$ cat config.mk
export PLATFORM = sky130hd
export DESIGN_NAME = lp_rx_ctrl
export DESIGN_NICKNAME = d
export VERILOG_FILES = /design/src/rtl/lp_ctrl_pkg.sv /design/src/rtl/lp_line_filter.sv /design/src/rtl/lp_rx_ctrl.sv
export SDC_FILE = /design/constraint.sdc
export NUM_CORES = 1
export LEC_CHECK = 0
export BUFFER_PORTS_ARGS = -buffer_cell sky130_fd_sc_hd__buf_2
export CORE_MARGIN = 1.5
export CORE_UTILIZATION = 58
export DETAILED_ROUTE_END_ITERATION = 7
export GPL_TIMING_DRIVEN = 0
export PLACE_DENSITY = 0.82
export SETUP_SLACK_MARGIN = 0.5
export SYNTH_ARGS = -nofsm -noshare
export SYNTH_HDL_FRONTEND = slang
export SYNTH_SLANG_ARGS = --single-unit
$ cat constraint.sdc
create_clock -name CLK -period 2.2 [get_ports CLK]
set_input_delay 0.44 -clock CLK [delete_from_list [all_inputs] [get_ports CLK]]
set_output_delay 0.44 -clock CLK [all_outputs]
set_load 0.05 [all_outputs]
$ cat src/rtl/lp_ctrl_pkg.sv
// Shared types and constants for the LP receive controller: FSM states, LP line codes
// and default parameter values.
package lp_ctrl_pkg;

   localparam int SYNC_STAGES_DFLT = 2;
   localparam int FILT_CYCLES_DFLT = 3;
   localparam int TIMEOUT_DFLT     = 4096;
   localparam int CNT_W_DFLT       = 13;

   // {A,B,C} line codes
   localparam logic [2:0] LP_STOP    = 3'b111;
   localparam logic [2:0] LP_ESC_RQ  = 3'b100;
   localparam logic [2:0] LP_BRIDGE  = 3'b000;
   localparam logic [2:0] LP_ESC_ACK = 3'b010;
   localparam logic [2:0] LP_HS_RQ   = 3'b001;

   typedef enum logic [3:0] {
      ST_IDLE,
      ST_STOP,
      ST_ESC_RQST,
      ST_ESC_BRIDGE,
      ST_ESC_ACK,
      ST_ESC_ACTIVE,
      ST_HS_RQST,
      ST_HS_ACTIVE,
      ST_ERR_WAIT
   } lp_state_e;

   // States in which a stalled line sequence is aborted by the timeout counter.
   function automatic logic is_timed(input lp_state_e s);
      return s inside {ST_ESC_RQST, ST_ESC_BRIDGE, ST_ESC_ACK, ST_ESC_ACTIVE, ST_HS_RQST};
   endfunction

endpackage

$ cat src/rtl/lp_line_filter.sv
// Synchronizes the raw {A,B,C} levels and accepts a new line state only after it has been
// seen on FILT_CYCLES consecutive synced samples; line_chg strobes with each accepted update.
module lp_line_filter
   import lp_ctrl_pkg::*;
#(
   parameter int SYNC_STAGES = SYNC_STAGES_DFLT,
   parameter int FILT_CYCLES = FILT_CYCLES_DFLT
) (
   input  logic       CLK,
   input  logic       RST,
   input  logic       A,
   input  logic       B,
   input  logic       C,
   output logic [2:0] LineState,
   output logic       line_chg
);

   localparam int FW = $clog2(FILT_CYCLES + 1);

   logic [SYNC_STAGES-1:0][2:0] sync_q, sync_d;
   logic [2:0]                  cand_q, cand_d;
   logic [FW-1:0]               cnt_q, cnt_d;
   logic [2:0]                  line_q, line_d;
   logic                        chg_q, chg_d;
   logic [2:0]                  synced;

   assign synced = sync_q[SYNC_STAGES-1];

   always_comb begin
      sync_d = {sync_q[SYNC_STAGES-2:0], A, B, C};
      cand_d = synced;
      cnt_d  = cnt_q;
      line_d = line_q;
      chg_d  = 1'b0;
      // cnt_d is the length of the current run of identical synced samples
      if (synced != cand_q) begin
         cnt_d = FW'(1);
      end else if (cnt_q < FW'(FILT_CYCLES)) begin
         cnt_d = cnt_q + FW'(1);
      end
      if ((cnt_d >= FW'(FILT_CYCLES)) && (synced != line_q)) begin
         line_d = synced;
         chg_d  = 1'b1;
      end
   end

   always_ff @(posedge CLK or posedge RST) begin
      if (RST) begin
         sync_q <= '0;
         cand_q <= '0;
         cnt_q  <= '0;
         line_q <= '0;
         chg_q  <= 1'b0;
      end else begin
         sync_q <= sync_d;
         cand_q <= cand_d;
         cnt_q  <= cnt_d;
         line_q <= line_d;
         chg_q  <= chg_d;
      end
   end

   assign LineState = line_q;
   assign line_chg  = chg_q;

endmodule

$ cat src/rtl/lp_rx_ctrl.sv
// Slave-side LP receive controller: tracks the filtered LP line sequence and gates the
// escape decoder, with a stall timeout on the handshake and escape states.
//
// state         | meaning
// IDLE          | after reset, waiting for the first filtered Stop
// STOP          | lane in LP-11 Stop
// ESC_RQST      | LP-10 seen, escape requested
// ESC_BRIDGE    | LP-00 bridge after the request
// ESC_ACK       | LP-01 acknowledge
// ESC_ACTIVE    | decoder enabled, escape in progress
// HS_RQST       | LP-01 (001) HS request
// HS_ACTIVE     | HS entry accepted, held until Stop
// ERR_WAIT      | aborted, waiting for Stop
module lp_rx_ctrl
   import lp_ctrl_pkg::*;
#(
   parameter int SYNC_STAGES = SYNC_STAGES_DFLT,
   parameter int FILT_CYCLES = FILT_CYCLES_DFLT,
   parameter int TIMEOUT     = TIMEOUT_DFLT,
   parameter int CNT_W       = CNT_W_DFLT
) (
   input  logic       CLK,
   input  logic       RST,
   input  logic       A,
   input  logic       B,
   input  logic       C,
   input  logic       LpFsmStop,
   input  logic       ErrEsc,
   input  logic       ErrControl,
   input  logic       ErrSyncEsc,
   output logic       EscDecoderEn,
   output logic       RequestDetection,
   output logic       Stopstate,
   output logic       HsEntry,
   output logic       EscDone,
   output logic       ErrLpSeq,
   output logic       ErrTimeout,
   output logic       ErrDecoder,
   output logic [2:0] LineState
);

   lp_state_e        state_q, state_d;
   logic [CNT_W-1:0] tmo_cnt_q, tmo_cnt_d;
   logic             line_chg, dec_err, tmo_hit, seq_err, tmo_err;
   logic             en_q, en_d, req_q, req_d, stop_q, stop_d, hs_q, hs_d;
   logic             done_q, done_d, eseq_q, eseq_d, etmo_q, etmo_d, edec_q, edec_d;

   lp_line_filter #(
      .SYNC_STAGES (SYNC_STAGES),
      .FILT_CYCLES (FILT_CYCLES)
   ) u_line_filter (
      .CLK       (CLK),
      .RST       (RST),
      .A         (A),
      .B         (B),
      .C         (C),
      .LineState (LineState),
      .line_chg  (line_chg)
   );

   assign dec_err = ErrEsc | ErrControl | ErrSyncEsc;
   // a line change in this cycle means the sequence is moving, never a stall
   assign tmo_hit = !line_chg && (tmo_cnt_q >= CNT_W'(TIMEOUT - 1));

   always_comb begin
      tmo_cnt_d = tmo_cnt_q;
      if (line_chg || !is_timed(state_q)) begin
         tmo_cnt_d = '0;
      end else if (tmo_cnt_q != {CNT_W{1'b1}}) begin
         tmo_cnt_d = tmo_cnt_q + CNT_W'(1);
      end
   end

   always_comb begin
      state_d = state_q;
      req_d   = 1'b0;
      done_d  = 1'b0;
      edec_d  = 1'b0;
      seq_err = 1'b0;
      tmo_err = 1'b0;
      unique case (state_q)
         ST_IDLE, ST_ERR_WAIT: begin
            if (LineState == LP_STOP) state_d = ST_STOP;
         end
         ST_STOP: begin
            if (LineState == LP_ESC_RQ)     state_d = ST_ESC_RQST;
            else if (LineState == LP_HS_RQ) state_d = ST_HS_RQST;
            else if (LineState != LP_STOP)  seq_err = 1'b1;
         end
         ST_ESC_RQST: begin
            if (LineState == LP_BRIDGE)       state_d = ST_ESC_BRIDGE;
            else if (LineState == LP_STOP)    state_d = ST_STOP;
            else if (LineState != LP_ESC_RQ)  seq_err = 1'b1;
            else if (tmo_hit)                 tmo_err = 1'b1;
         end
         ST_ESC_BRIDGE: begin
            if (LineState == LP_ESC_ACK)      state_d = ST_ESC_ACK;
            else if (LineState == LP_STOP)    state_d = ST_STOP;
            else if (LineState != LP_BRIDGE)  seq_err = 1'b1;
            else if (tmo_hit)                 tmo_err = 1'b1;
         end
         ST_ESC_ACK: begin
            if (LineState == LP_BRIDGE) begin
               state_d = ST_ESC_ACTIVE;
               req_d   = 1'b1;
            end
            else if (LineState == LP_STOP)    state_d = ST_STOP;
            else if (LineState != LP_ESC_ACK) seq_err = 1'b1;
            else if (tmo_hit)                 tmo_err = 1'b1;
         end
         ST_ESC_ACTIVE: begin
            if (dec_err) begin
               state_d = ST_ERR_WAIT;
               edec_d  = 1'b1;
            end else if (LpFsmStop || (LineState == LP_STOP)) begin
               state_d = ST_STOP;
               done_d  = 1'b1;
            end else if (tmo_hit) begin
               tmo_err = 1'b1;
            end
         end
         ST_HS_RQST: begin
            if (LineState == LP_BRIDGE)      state_d = ST_HS_ACTIVE;
            else if (LineState == LP_STOP)   state_d = ST_STOP;
            else if (LineState != LP_HS_RQ)  seq_err = 1'b1;
            else if (tmo_hit)                tmo_err = 1'b1;
         end
         ST_HS_ACTIVE: begin
            if (LineState == LP_STOP) state_d = ST_STOP;
         end
         default: state_d = ST_IDLE;
      endcase

      eseq_d = seq_err;
      etmo_d = tmo_err && !seq_err;
      if (seq_err || tmo_err) state_d = ST_ERR_WAIT;

      en_d   = (state_d == ST_ESC_ACTIVE);
      stop_d = (state_d == ST_STOP);
      hs_d   = (state_d == ST_HS_ACTIVE);
   end

   always_ff @(posedge CLK or posedge RST) begin
      if (RST) begin
         state_q   <= ST_IDLE;
         tmo_cnt_q <= '0;
         en_q      <= 1'b0;
         req_q     <= 1'b0;
         stop_q    <= 1'b0;
         hs_q      <= 1'b0;
         done_q    <= 1'b0;
         eseq_q    <= 1'b0;
         etmo_q    <= 1'b0;
         edec_q    <= 1'b0;
      end else begin
         state_q   <= state_d;
         tmo_cnt_q <= tmo_cnt_d;
         en_q      <= en_d;
         req_q     <= req_d;
         stop_q    <= stop_d;
         hs_q      <= hs_d;
         done_q    <= done_d;
         eseq_q    <= eseq_d;
         etmo_q    <= etmo_d;
         edec_q    <= edec_d;
      end
   end

   assign EscDecoderEn     = en_q;
   assign RequestDetection = req_q;
   assign Stopstate        = stop_q;
   assign HsEntry          = hs_q;
   assign EscDone          = done_q;
   assign ErrLpSeq         = eseq_q;
   assign ErrTimeout       = etmo_q;
   assign ErrDecoder       = edec_q;

endmodule

==> results.md, run 1 <==
* Maxcap violations at 0
* WP data arrival at ~2.2 ns
* Fin crit share at 88.7%
* Final Net Count at 245
* Routed WL at 4740 um
* FF+latch count, synth at 40
* DR DRC count at 0
* Clk buf depth at 2
* Net switching power at between 800 and 900 uW
* Total CTS buffers at 5
* CTS sink count at 40
* Slew Limit Fails at 0
* Slowest cell delay on critical path at 0.43 ns
* GPL Wtd Cong at 0.877
* GRT Util Overall at about 25%
* Area growth, synth to finish at 27.9%
* Crit path kind: flip-flop to flip-flop
* Worst-margin pin slew at 0.795 ns
* Die ar. at ~0.0038 mm^2
* Crit-path max FO at 6
* DR pass1 iterations at 4
* Endpoints failing setup at 0
* Gr ovfl total at 0
* Worst skew pair latency at between 0.3 and 0.4 ns
* Die height at between 60 and 70 um
* Seq pwr share at a little under two fifths
* Top Ports at 20
* Pin count of the biggest net entering global routing at 41
* Clock Skew at around 0.016 ns
* Worst setup SP type: flip-flop
* Post-synth top area share at between 40% and 50%
* Leak pwr at around 0.0011 uW
* Initial core utilization at roughly three fifths
* Top cells by area, synth: dfrtp_1 50%, xor2_1 5.2%, nor2_1 3.5%, nor3_1 2.5%, nor4b_2 2.2%
* R2r setup slk at 0.25 ns
* Layout cells sized above 1 at between 40% and 50%
* Syn Inst Count at between 150 and 200
* Initial drt markers at 156
* Comb pwr share at 43.8%
* Netlist cell types at 50
* Top cells by count, synth: 40 x dfrtp_1, 19 x nor2_1, 12 x xor2_1
* CP max stage cell: dfrtp_1
* Fill cells at 230
* Post-CTS Hold Buffers at 0
* WL/cell at between 15 and 20 um
* First-pass GRT wire length at 6910 um
* Peak Freq at just over 500 MHz
* Synth area leader: dfrtp_1
* Sw Share at 38.3%
* Synth Flop Type: dfrtp_1
* Mapped Avg Cell Area at around 11 um^2
* Req. time, crit path at between 2 and 2.5 ns
* CP endpoint kind: flip-flop
* Routed vias at around 1.7k
* Clock share of power at a little under a fifth
* Vias in the first global route at 1534
* Sequence of cells on the critical path: and4_1 > buf_2 > a41oi_2 > a311oi_2 > or3_4 > buf_6 > nor4b_4
* Syn. warnings at 0
* VDD IR max at approximately 0.59 mV
* HPWL after detailed placement at between 2000 and 3000 um
* Hold Crit Class: primary input to flip-flop
* CTS tree: done
* Row count at 21
* Top-count cell post-synth: dfrtp_1
* Setup TNS at 0 ns
* Post-Syn Nets at 200
* Pwr Density at roughly 860 mW/mm^2
* Total power at ~2200 uW
* Internal power consumption at between 1000 and 1500 uW
* Min Clock Period, post-route at 1.95 ns
* Run status: finished, final reports clean
* Synthesized cell area at about 0.0020 mm^2
* Core area at between 0.003 and 0.004 mm^2
* Seq/Total Area, Yosys at between 40% and 50%
* RSZ-0062 raised after global routing: yes
* Htree depth at 2
* Async set or reset register ratio after synthesis at 100%
* ANT nets after route at 0
* Post-synth EDFFs at 0
* Worst rel slew slack at a little under half
* Clk slew on worst S/H paths at ~0.13 ns
* Antenna Cells at 0
* Vias per cell at about 5.9
* IO Port Bufs at 19
* Final Hold Viols at 0
* Die X at 61.9 um
* Clock Tree Root: clkbuf_4
* Initial antenna violation count at 0
[layout by cell type (no fill, tap or decap), drive strengths merged, types with 7 or more instances in the layout]
master and instances:
buf 49, dfrtp 40, nor2 19, xor2 12, nand2 11, nor3 10
nand3 9, clkbuf 7
[layer usage]
layer,wire [um],track usage [%],up-vias
li1,-,-,772
met3,278,7.25,15
met4,115,8.21,0
met2,2450,44.7,74
met1,1900,29.3,815
met5,0,0,-
[per-stage QoR]
stage                     utilization (%)  setup WS [ns]  area (um^2)  instances  hold slack (ns)
after floorplan                         -          0.228         2020        190            0.331
after global placement               65.2          0.211         2180        255            0.336
after detailed placement             65.2          0.176         2180        255            0.336
after CTS                            70.8          0.242         2360        274            0.171
after global routing                 77.0          0.197         2570        282            0.157
final                                77.0          0.248         2570        282            0.174
[sequential cells by signal (all words and copies together) (netlist names), 2 cells and up]
name / flops
u_line_filter.cand_d: 3
u_line_filter.cnt_q: 2
state_q: 4
u_line_filter.cand_q: 3
tmo_cnt_q: 13
u_line_filter.sync_d: 3
u_line_filter.LineState: 3
[cell type report]
type	instances	area [um^2]	share of cell area, %
Multi-Input combinational cell	134	1050	41.0
Sequential cell	40	1010	39.1
Timing Repair Buffer	38	267	10.4
Buffer	12	104	4.04
Tap cell	46	57.6	2.24
Clock buffer	6	51.3	2.00
Clock inverter	2	15.0	0.584
Inverter	4	15.0	0.584
[critical path, delay by kind of cell (launching register included)]
kind | cells | cell delay (ns)
buffers and inverters | 2 | 0.31
AND/OR/NAND/NOR | 3 | 0.82
AO/OA/AOI/OAI | 2 | 0.29
flip-flops | 1 | 0.43
[path summary, 6_finish.rpt]
check                                             startpoint                                     end  depth (start not counted)
max                                 tmo_cnt_q[7]$_DFFE_PP0P_                  EscDecoderEn$_DFF_PP0_                          7
min reg2reg                u_line_filter.sync_d[4]$_DFF_PP0_       u_line_filter.cand_d[1]$_DFF_PP0_                          0
min                                                        A       u_line_filter.sync_d[5]$_DFF_PP0_                          1
max in group asynchronous                                RST  u_line_filter.LineState[2]$_DFFE_PP0P_                          2
min in group asynchronous                                RST                tmo_cnt_q[3]$_DFFE_PP0P_                          2
max reg2reg                         tmo_cnt_q[7]$_DFFE_PP0P_                  EscDecoderEn$_DFF_PP0_                          7
[cell families (layout without fill, tap and decap cells)]
group | count (synthesis) | in the layout | share of synthesized area (%)
AOI/OAI and AO/OA | 30 | 30 | 11.5
xor gates and xnor gates | 17 | 17 | 7.41
adders and majority gates | 1 | 1 | 0.623
buffers and inverters | 16 | 62 | 5.11
DFF | 40 | 40 | 49.8
muxes | 4 | 4 | 2.18
and+or+nand+nor | 82 | 82 | 23.4
[timing repair]
action | 4_1_cts | 5_1_grt
endpoints found under the setup margin | 14 | 13
buffers inserted | 11 | 8
endpoints found under the hold margin | 0 | 0
pin swaps | 9 | 15
resized for setup | 9 | 36
[power by group through the flow]
| stage | registers, uW | logic, uW | clock network, uW |
|---|---|---|---|
| floorplan | 949 | 450 | 0 |
| global placement | 862 | 666 | 0 |
| detailed placement | 864 | 683 | 0 |
| CTS | 831 | 790 | 416 |
| global route | 841 | 1030 | 448 |
| finish | 835 | 967 | 405 |
Note: power is estimated with default switching activity, not from simulation.
==> run 2: changes to the inputs <==
--- a/config.mk
+++ b/config.mk
@@ -8,6 +8,7 @@
 export BUFFER_PORTS_ARGS = -buffer_cell sky130_fd_sc_hd__buf_2
 export CORE_MARGIN = 1.5
 export CORE_UTILIZATION = 58
+export CTS_BUF_LIST = sky130_fd_sc_hd__clkbuf_16
 export DETAILED_ROUTE_END_ITERATION = 7
 export GPL_TIMING_DRIVEN = 0
 export PLACE_DENSITY = 0.82
==> results.md, run 2 (synthesis results as in run 1) <==
* Crit-path max FO at 9
* Initial core utilization at 60.2%
* Fill cells at between 200 and 250
* CTS tree: done
* GRT Util Overall at between 20% and 30%
* Antenna Cells at 0
* Run status: finished, final reports clean
* RSZ-0062 raised after global routing: yes
* Clock Skew at 0.00577 ns
* Die ar. at ~0.0038 mm^2
* WL/cell at 17.9 um
* Pwr Density at between 900 and 1000 mW/mm^2
* Vias in the first global route at between 1.5k and 2k
* CP endpoint kind: flip-flop
* Die height at 61.9 um
* Clock share of power at between 20% and 30%
* Finished Core Util at around 80%
* Endpoints failing setup at 0
* Leak pwr at around 0.0012 uW
* Sequence of cells on the critical path: buf_6 > buf_4 > o22ai_1 > a211oi_2 > or3_4 > buf_6 > nor4b_4
* CTS sink count at 40
* ANT nets after route at 0
* Final Net Count at 244
* Crit path kind: flip-flop to flip-flop
* Top Ports at 20
* Setup TNS at 0 ns
* DR DRC count at 0
* Cells after DPL at 255
* IO Port Bufs at 19
* Initial antenna violation count at 0
* Peak Freq at 507 MHz
* HPWL after detailed placement at 2890 um
* Routed vias at about 1.7k
* GPL Wtd Cong at about 0.9
* Worst setup SP type: flip-flop
* Layout cells sized above 1 at between 40 and 50%
* WP data arrival at approximately 2.2 ns
* Net switching power at 913 uW
* Buf/Inv on CP at 3
* Htree depth at 2
* Commonest non-fill, non-tap cell in the layout: dfrtp_1
* Commonest non-fill, non-tap cells in the layout: 36 x dfrtp_1, 20 x buf_2, 18 x nor2_1
* Pin count of the biggest net entering global routing at 41
* Clk buf depth at 2
* Worst skew pair latency at roughly 0.29 ns
* Req. time, crit path at approximately 2.4 ns
* CP max stage cell: dfrtp_2
* Routed WL at 5030 um
* Core area at 0.00334 mm^2
* Top flop regs: tmo_cnt_q x13, state_q x4
* Critical Path Most Common Cell: buf_6
* Comb pwr share at 39.2%
* Final Hold Viols at 0
* Min Clock Period, post-route at between 1.5 and 2 ns
* Slowest cell delay on critical path at ~0.43 ns
* Clock Tree Root: clkbuf_16
* Layout Cells excl Fill at 281
* Row count at 21
* Largest register FFs at 13
* Largest reg by FF count: tmo_cnt_q
* Total CTS buffers at 5
* Total power at 2540 uW
* DR pass1 iterations at 4
* Crit path max-delay family: simple AND/OR/NAND/NOR gates
* Maxcap violations at 0
* Vias per cell at 5.95
* Sw Share at approximately 36%
* Clk slew on worst S/H paths at 0.06 ns
* Worst-margin pin slew at 0.796 ns
* Area growth, synth to finish at 32.6%
* Die X at 61.9 um
* Worst rel slew slack at 46.8%
* Hold Crit Class: primary input to flip-flop
* Internal power consumption at between 1500 and 2000 uW
* Slew Limit Fails at 0
* Gr ovfl total at 0
* First-pass GRT wire length at between 6000 and 7000 um
* VDD IR max at 0.761 mV
* Initial drt markers at ~140
* Fin crit share at about nine tenths
* Seq pwr share at between 30% and 40%
==> run 2: cell count changes in the layout (fill, tap and decap cells not counted), moves of 4 or more <==
cell,before,now
buf_6,10,14
clkbuf_4,5,0
clkbuf_16,0,5
buf_4,19,14
==> run 2: power by group through the flow <==
stage | logic [uW] | registers (uW) | clock network [uW]
floorplan | 450 | 949 | 0
global placement | 666 | 862 | 0
detailed placement | 683 | 864 | 0
CTS | 802 | 831 | 711
global route | 1050 | 847 | 743
finish | 996 | 842 | 701
==> run 2: worst reg2reg max path, delay by kind of cell, from the launching register on <==
kind / cells / cell delay [ns]
and+or+nand+nor: 2 / 0.64
AOI/OAI and AO/OA: 2 / 0.37
DFF: 1 / 0.43
buffers and inverters: 3 / 0.45
==> run 2: final cells by class <==
type,count,area [um^2],share of cell area [%]
Clock buffer,5,125,4.70
Tap cell,46,57.6,2.16
Multi-Input combinational cell,134,1070,40.3
Sequential cell,40,1010,37.8
Inverter,4,15.0,0.564
Timing Repair Buffer,37,249,9.35
Buffer,12,119,4.46
Clock inverter,3,18.8,0.705
==> run 2: worst paths after layout <==
| kind | startpoint | endpoint | slack (ns) | cells after the start |
|---|---|---|---|---|
| hold / removal | A | u_line_filter.sync_d[5]$_DFF_PP0_ | 0.26 | 1 |
| setup reg to reg | u_line_filter.LineState[0]$_DFFE_PP0P_ | EscDecoderEn$_DFF_PP0_ | 0.23 | 7 |
| min in group asynchronous | RST | u_line_filter.sync_d[4]$_DFF_PP0_ | 0.30 | 2 |
| hold reg to reg | u_line_filter.sync_d[4]$_DFF_PP0_ | u_line_filter.cand_d[1]$_DFF_PP0_ | 0.35 | 0 |
| setup / recovery | u_line_filter.LineState[0]$_DFFE_PP0P_ | EscDecoderEn$_DFF_PP0_ | 0.23 | 7 |
| max in group asynchronous | RST | u_line_filter.LineState[0]$_DFFE_PP0P_ | 1.34 | 2 |
==> run 2: per-layer routing <==
metal	GRT usage (%)	up-vias	share of wire [%]
li1	-	770	-
met1	32.1	820	41
met2	43.9	65	51
met3	6.21	18	4.5
met4	9.73	0	3.3
met5	0	-	0
==> run 2: metrics by stage <==
step	instance area, um^2	setup slack, ns	hold slack, ns
6_report	2660	0.227	0.258
5_1_grt	2660	0.170	0.254
4_1_cts	2450	0.250	0.255
3_5_place_dp	2180	0.176	0.336
3_3_place_gp	2180	0.211	0.336
2_1_floorplan	2020	0.228	0.331
==> run 2: repair_timing <==
action                                  in CTS  in global routing
resized for setup                            8                 40
hold buffers                                 0                  0
endpoints found under the setup margin      13                 14
gates cloned                                 0                  0
pin swaps                                    8                 13
buffers inserted                            12                  6
==> run 3: changes to the inputs <==
--- a/config.mk
+++ b/config.mk
@@ -5,13 +5,14 @@
 export SDC_FILE = /design/constraint.sdc
 export NUM_CORES = 1
 export LEC_CHECK = 0
+export ABC_CLOCK_PERIOD_IN_PS = 1600
 export BUFFER_PORTS_ARGS = -buffer_cell sky130_fd_sc_hd__buf_2
 export CORE_MARGIN = 1.5
-export CORE_UTILIZATION = 58
+export CORE_UTILIZATION = 52
 export CTS_BUF_LIST = sky130_fd_sc_hd__clkbuf_16
 export DETAILED_ROUTE_END_ITERATION = 7
 export GPL_TIMING_DRIVEN = 0
-export PLACE_DENSITY = 0.82
+export PLACE_DENSITY = 0.77
 export SETUP_SLACK_MARGIN = 0.5
 export SYNTH_ARGS = -nofsm -noshare
 export SYNTH_HDL_FRONTEND = slang
==> constraint.sdc (replaced) <==
create_clock -name CLK -period 1.6 [get_ports CLK]
set_input_delay 0.32 -clock CLK [delete_from_list [all_inputs] [get_ports CLK]]
set_output_delay 0.32 -clock CLK [all_outputs]
set_load 0.05 [all_outputs]
==> results.md, run 3 (synthesis results as in run 1) <==
* Run status: complete, but fails checks
* Failing checks: negative setup slack
* Initial antenna violation count at 0
* Pwr Density at between 1000 and 1500 mW/mm^2
* GRT Util Overall at 28.2%
* Reg2reg start: state_q[0]$_DFF_PP0_
* Post-CTS Hold Buffers at 0
* Maxcap violations at 0
* Fin crit share at 128%
* Routed length on met3 at between 400 and 500 um
* RSZ-0062 raised after global routing: yes
* Worst setup SP type: flip-flop
* Clock Tree Root: clkbuf_16
* Area growth, synth to finish at 59.7%
* Pin count of the biggest net entering global routing at 41
* Vias per cell at ~6.2
* R2R Path End: EscDecoderEn$_DFF_PP0_
* Top layer in use: met4
* WL/cell at between 20 and 25 um
* Routed WL at approximately 6700 um
* Routed met2 length at 3160 um
* Core area at about 0.0037 mm^2
* Vias in the first global route at 1866
* Placed inst area at ~0.0023 mm^2
* Fill cells at approximately 150
* Req. time, crit path at about 1.8 ns
* Total power at between 3000 and 4000 uW
* CTS sink count at 40
* Slew Limit Fails at 0
* Routed vias at around 1.9k
* Worst rel slew slack at 44.1%
* Sequence of cells on the critical path: buf_4 > inv_2 > o22ai_1 > a211oi_2 > or3_1 > buf_6 > nor4b_2
* Initial core utilization at between 50 and 60%
* Worst skew pair latency at between 0.2 and 0.3 ns
* Finished Core Util at a little under 90%
* Crit. path cell count at 7
* Initial drt markers at approximately 210
* Clk buf depth at 2
* Largest reg by FF count: tmo_cnt_q
* Top Ports at 20
* CP max stage cell: or3_1
* Final Hold Viols at 0
* Antenna Cells at 0
* Total CTS buffers at 5
* Crit-path max FO at 10
* Buf/Inv on CP at 3
* Commonest non-fill, non-tap cells in the layout: 32 x dfrtp_1, 29 x buf_6, 27 x buf_4
* Worst-margin pin slew at 0.836 ns
* Crit path max-delay family: simple AND/OR/NAND/NOR gates
* Final setup margin at -0.456 ns
* Commonest non-fill, non-tap cell in the layout: dfrtp_1
* Die ar. at 0.00425 mm^2
* DR pass1 iterations at 4
* Final Net Count at around 270
* VDD IR max at roughly 1.3 mV
* Endpoints failing setup at 9
* Crit path kind: flip-flop to flip-flop
* Clk slew on worst S/H paths at 0.06 ns
* Gr ovfl total at 0
* Worst setup path end: EscDecoderEn$_DFF_PP0_
* Worst r2r path cells at 7
* Largest register FFs at 13
* IO Port Bufs at 19
* Die X at 65.2 um
* R2r setup slk at -0.46 ns
* ANT nets after route at 0
* Top flop regs: tmo_cnt_q x13, state_q x4
* DR DRC count at 0
* Layout cells sized above 1 at 58.8%
* GPL Wtd Cong at about 0.87
* Slowest cell delay on critical path at just over 0.4 ns
* WP data arrival at approximately 2.3 ns
* Post-Layout Inst Area at 0.00321 mm^2
* Htree depth at 2
* DRT met1 WL at roughly 2800 um
* Clock Skew at 0.00882 ns
* Peak Freq at about 490 MHz
* Leak pwr at about 0.0013 uW
* CTS tree: done
* HPWL after detailed placement at 2860 um
* CP endpoint kind: flip-flop
* Hold Crit Class: primary input to flip-flop
* Min Clock Period, post-route at ~2 ns
* Critical path origin: state_q[0]$_DFF_PP0_
* First-pass GRT wire length at between 8000 and 9000 um
* Die height at 65.2 um
* Post-Place Setup Slack at -0.394 ns
* Row count at 22
## run 3: cell count changes in the layout (fill, tap and decap cells not counted), sizes merged
| cell | before | now |
|---|---|---|
| buf | 48 | 70 |
## run 3: power breakdown
group / switching (uW) / internal (uW) / total [uW]
Combinational: 935 / 748 / 1680
Sequential: 58.9 / 1100 / 1160
Clock: 418 / 569 / 988
Total: 1410 / 2410 / 3830
## run 3: worst register-to-register path, delay by kind of cell (launching register included)
| family | cells | cell delay (ns) |
|---|---|---|
| buffers and inverters | 3 | 0.51 |
| AOI/OAI and AO/OA | 2 | 0.39 |
| DFF | 1 | 0.39 |
| and+or+nand+nor | 2 | 0.67 |
## run 3: layout make-up
cell class | instances | area, um^2 | share of cell area (%)
Tap cell | 48 | 60.1 | 1.87
Clock inverter | 3 | 16.3 | 0.507
Timing Repair Buffer | 59 | 537 | 16.7
Buffer | 12 | 141 | 4.41
Inverter | 4 | 18.8 | 0.585
Sequential cell | 40 | 1010 | 31.5
Multi-Input combinational cell | 134 | 1300 | 40.5
Clock buffer | 5 | 125 | 3.90
## run 3: routing by layer
layer,up-vias,global-route usage (%)
met5,-,0
met2,93,45.2
met3,22,7.02
li1,816,-
met1,954,36.1
met4,0,13.0
## run 3: stage by stage
stage               instances  hold WS (ns)  TNS [ns]
global placement          257         0.333     -2.21
global route              305         0.133     -3.26
floorplan                 190         0.299     -2.09
finish                    305         0.136     -2.60
CTS                       294         0.133     -2.04
detailed placement        257         0.335     -3.02
## run 3: repair_timing
action | CTS | global route
gates cloned | 1 | 0
setup buffers | 28 | 11
endpoints found under the setup margin | 40 | 42
pin swaps | 25 | 17
gates resized for setup | 81 | 38
## run 3: worst min path at each step
stage               cells past startpoint  slack [ns]                           endpoint                         startpoint
floorplan                               1        0.30               ErrDecoder$_DFF_PP0_                                RST
finish                                  1        0.14  u_line_filter.sync_d[4]$_DFF_PP0_                                  B
CTS                                     1        0.13  u_line_filter.sync_d[4]$_DFF_PP0_                                  B
detailed placement                      0        0.33  u_line_filter.cand_d[0]$_DFF_PP0_  u_line_filter.sync_d[3]$_DFF_PP0_
global placement                        0        0.33  u_line_filter.cand_d[2]$_DFF_PP0_  u_line_filter.sync_d[5]$_DFF_PP0_
global route                            1        0.13  u_line_filter.sync_d[3]$_DFF_PP0_                                  C
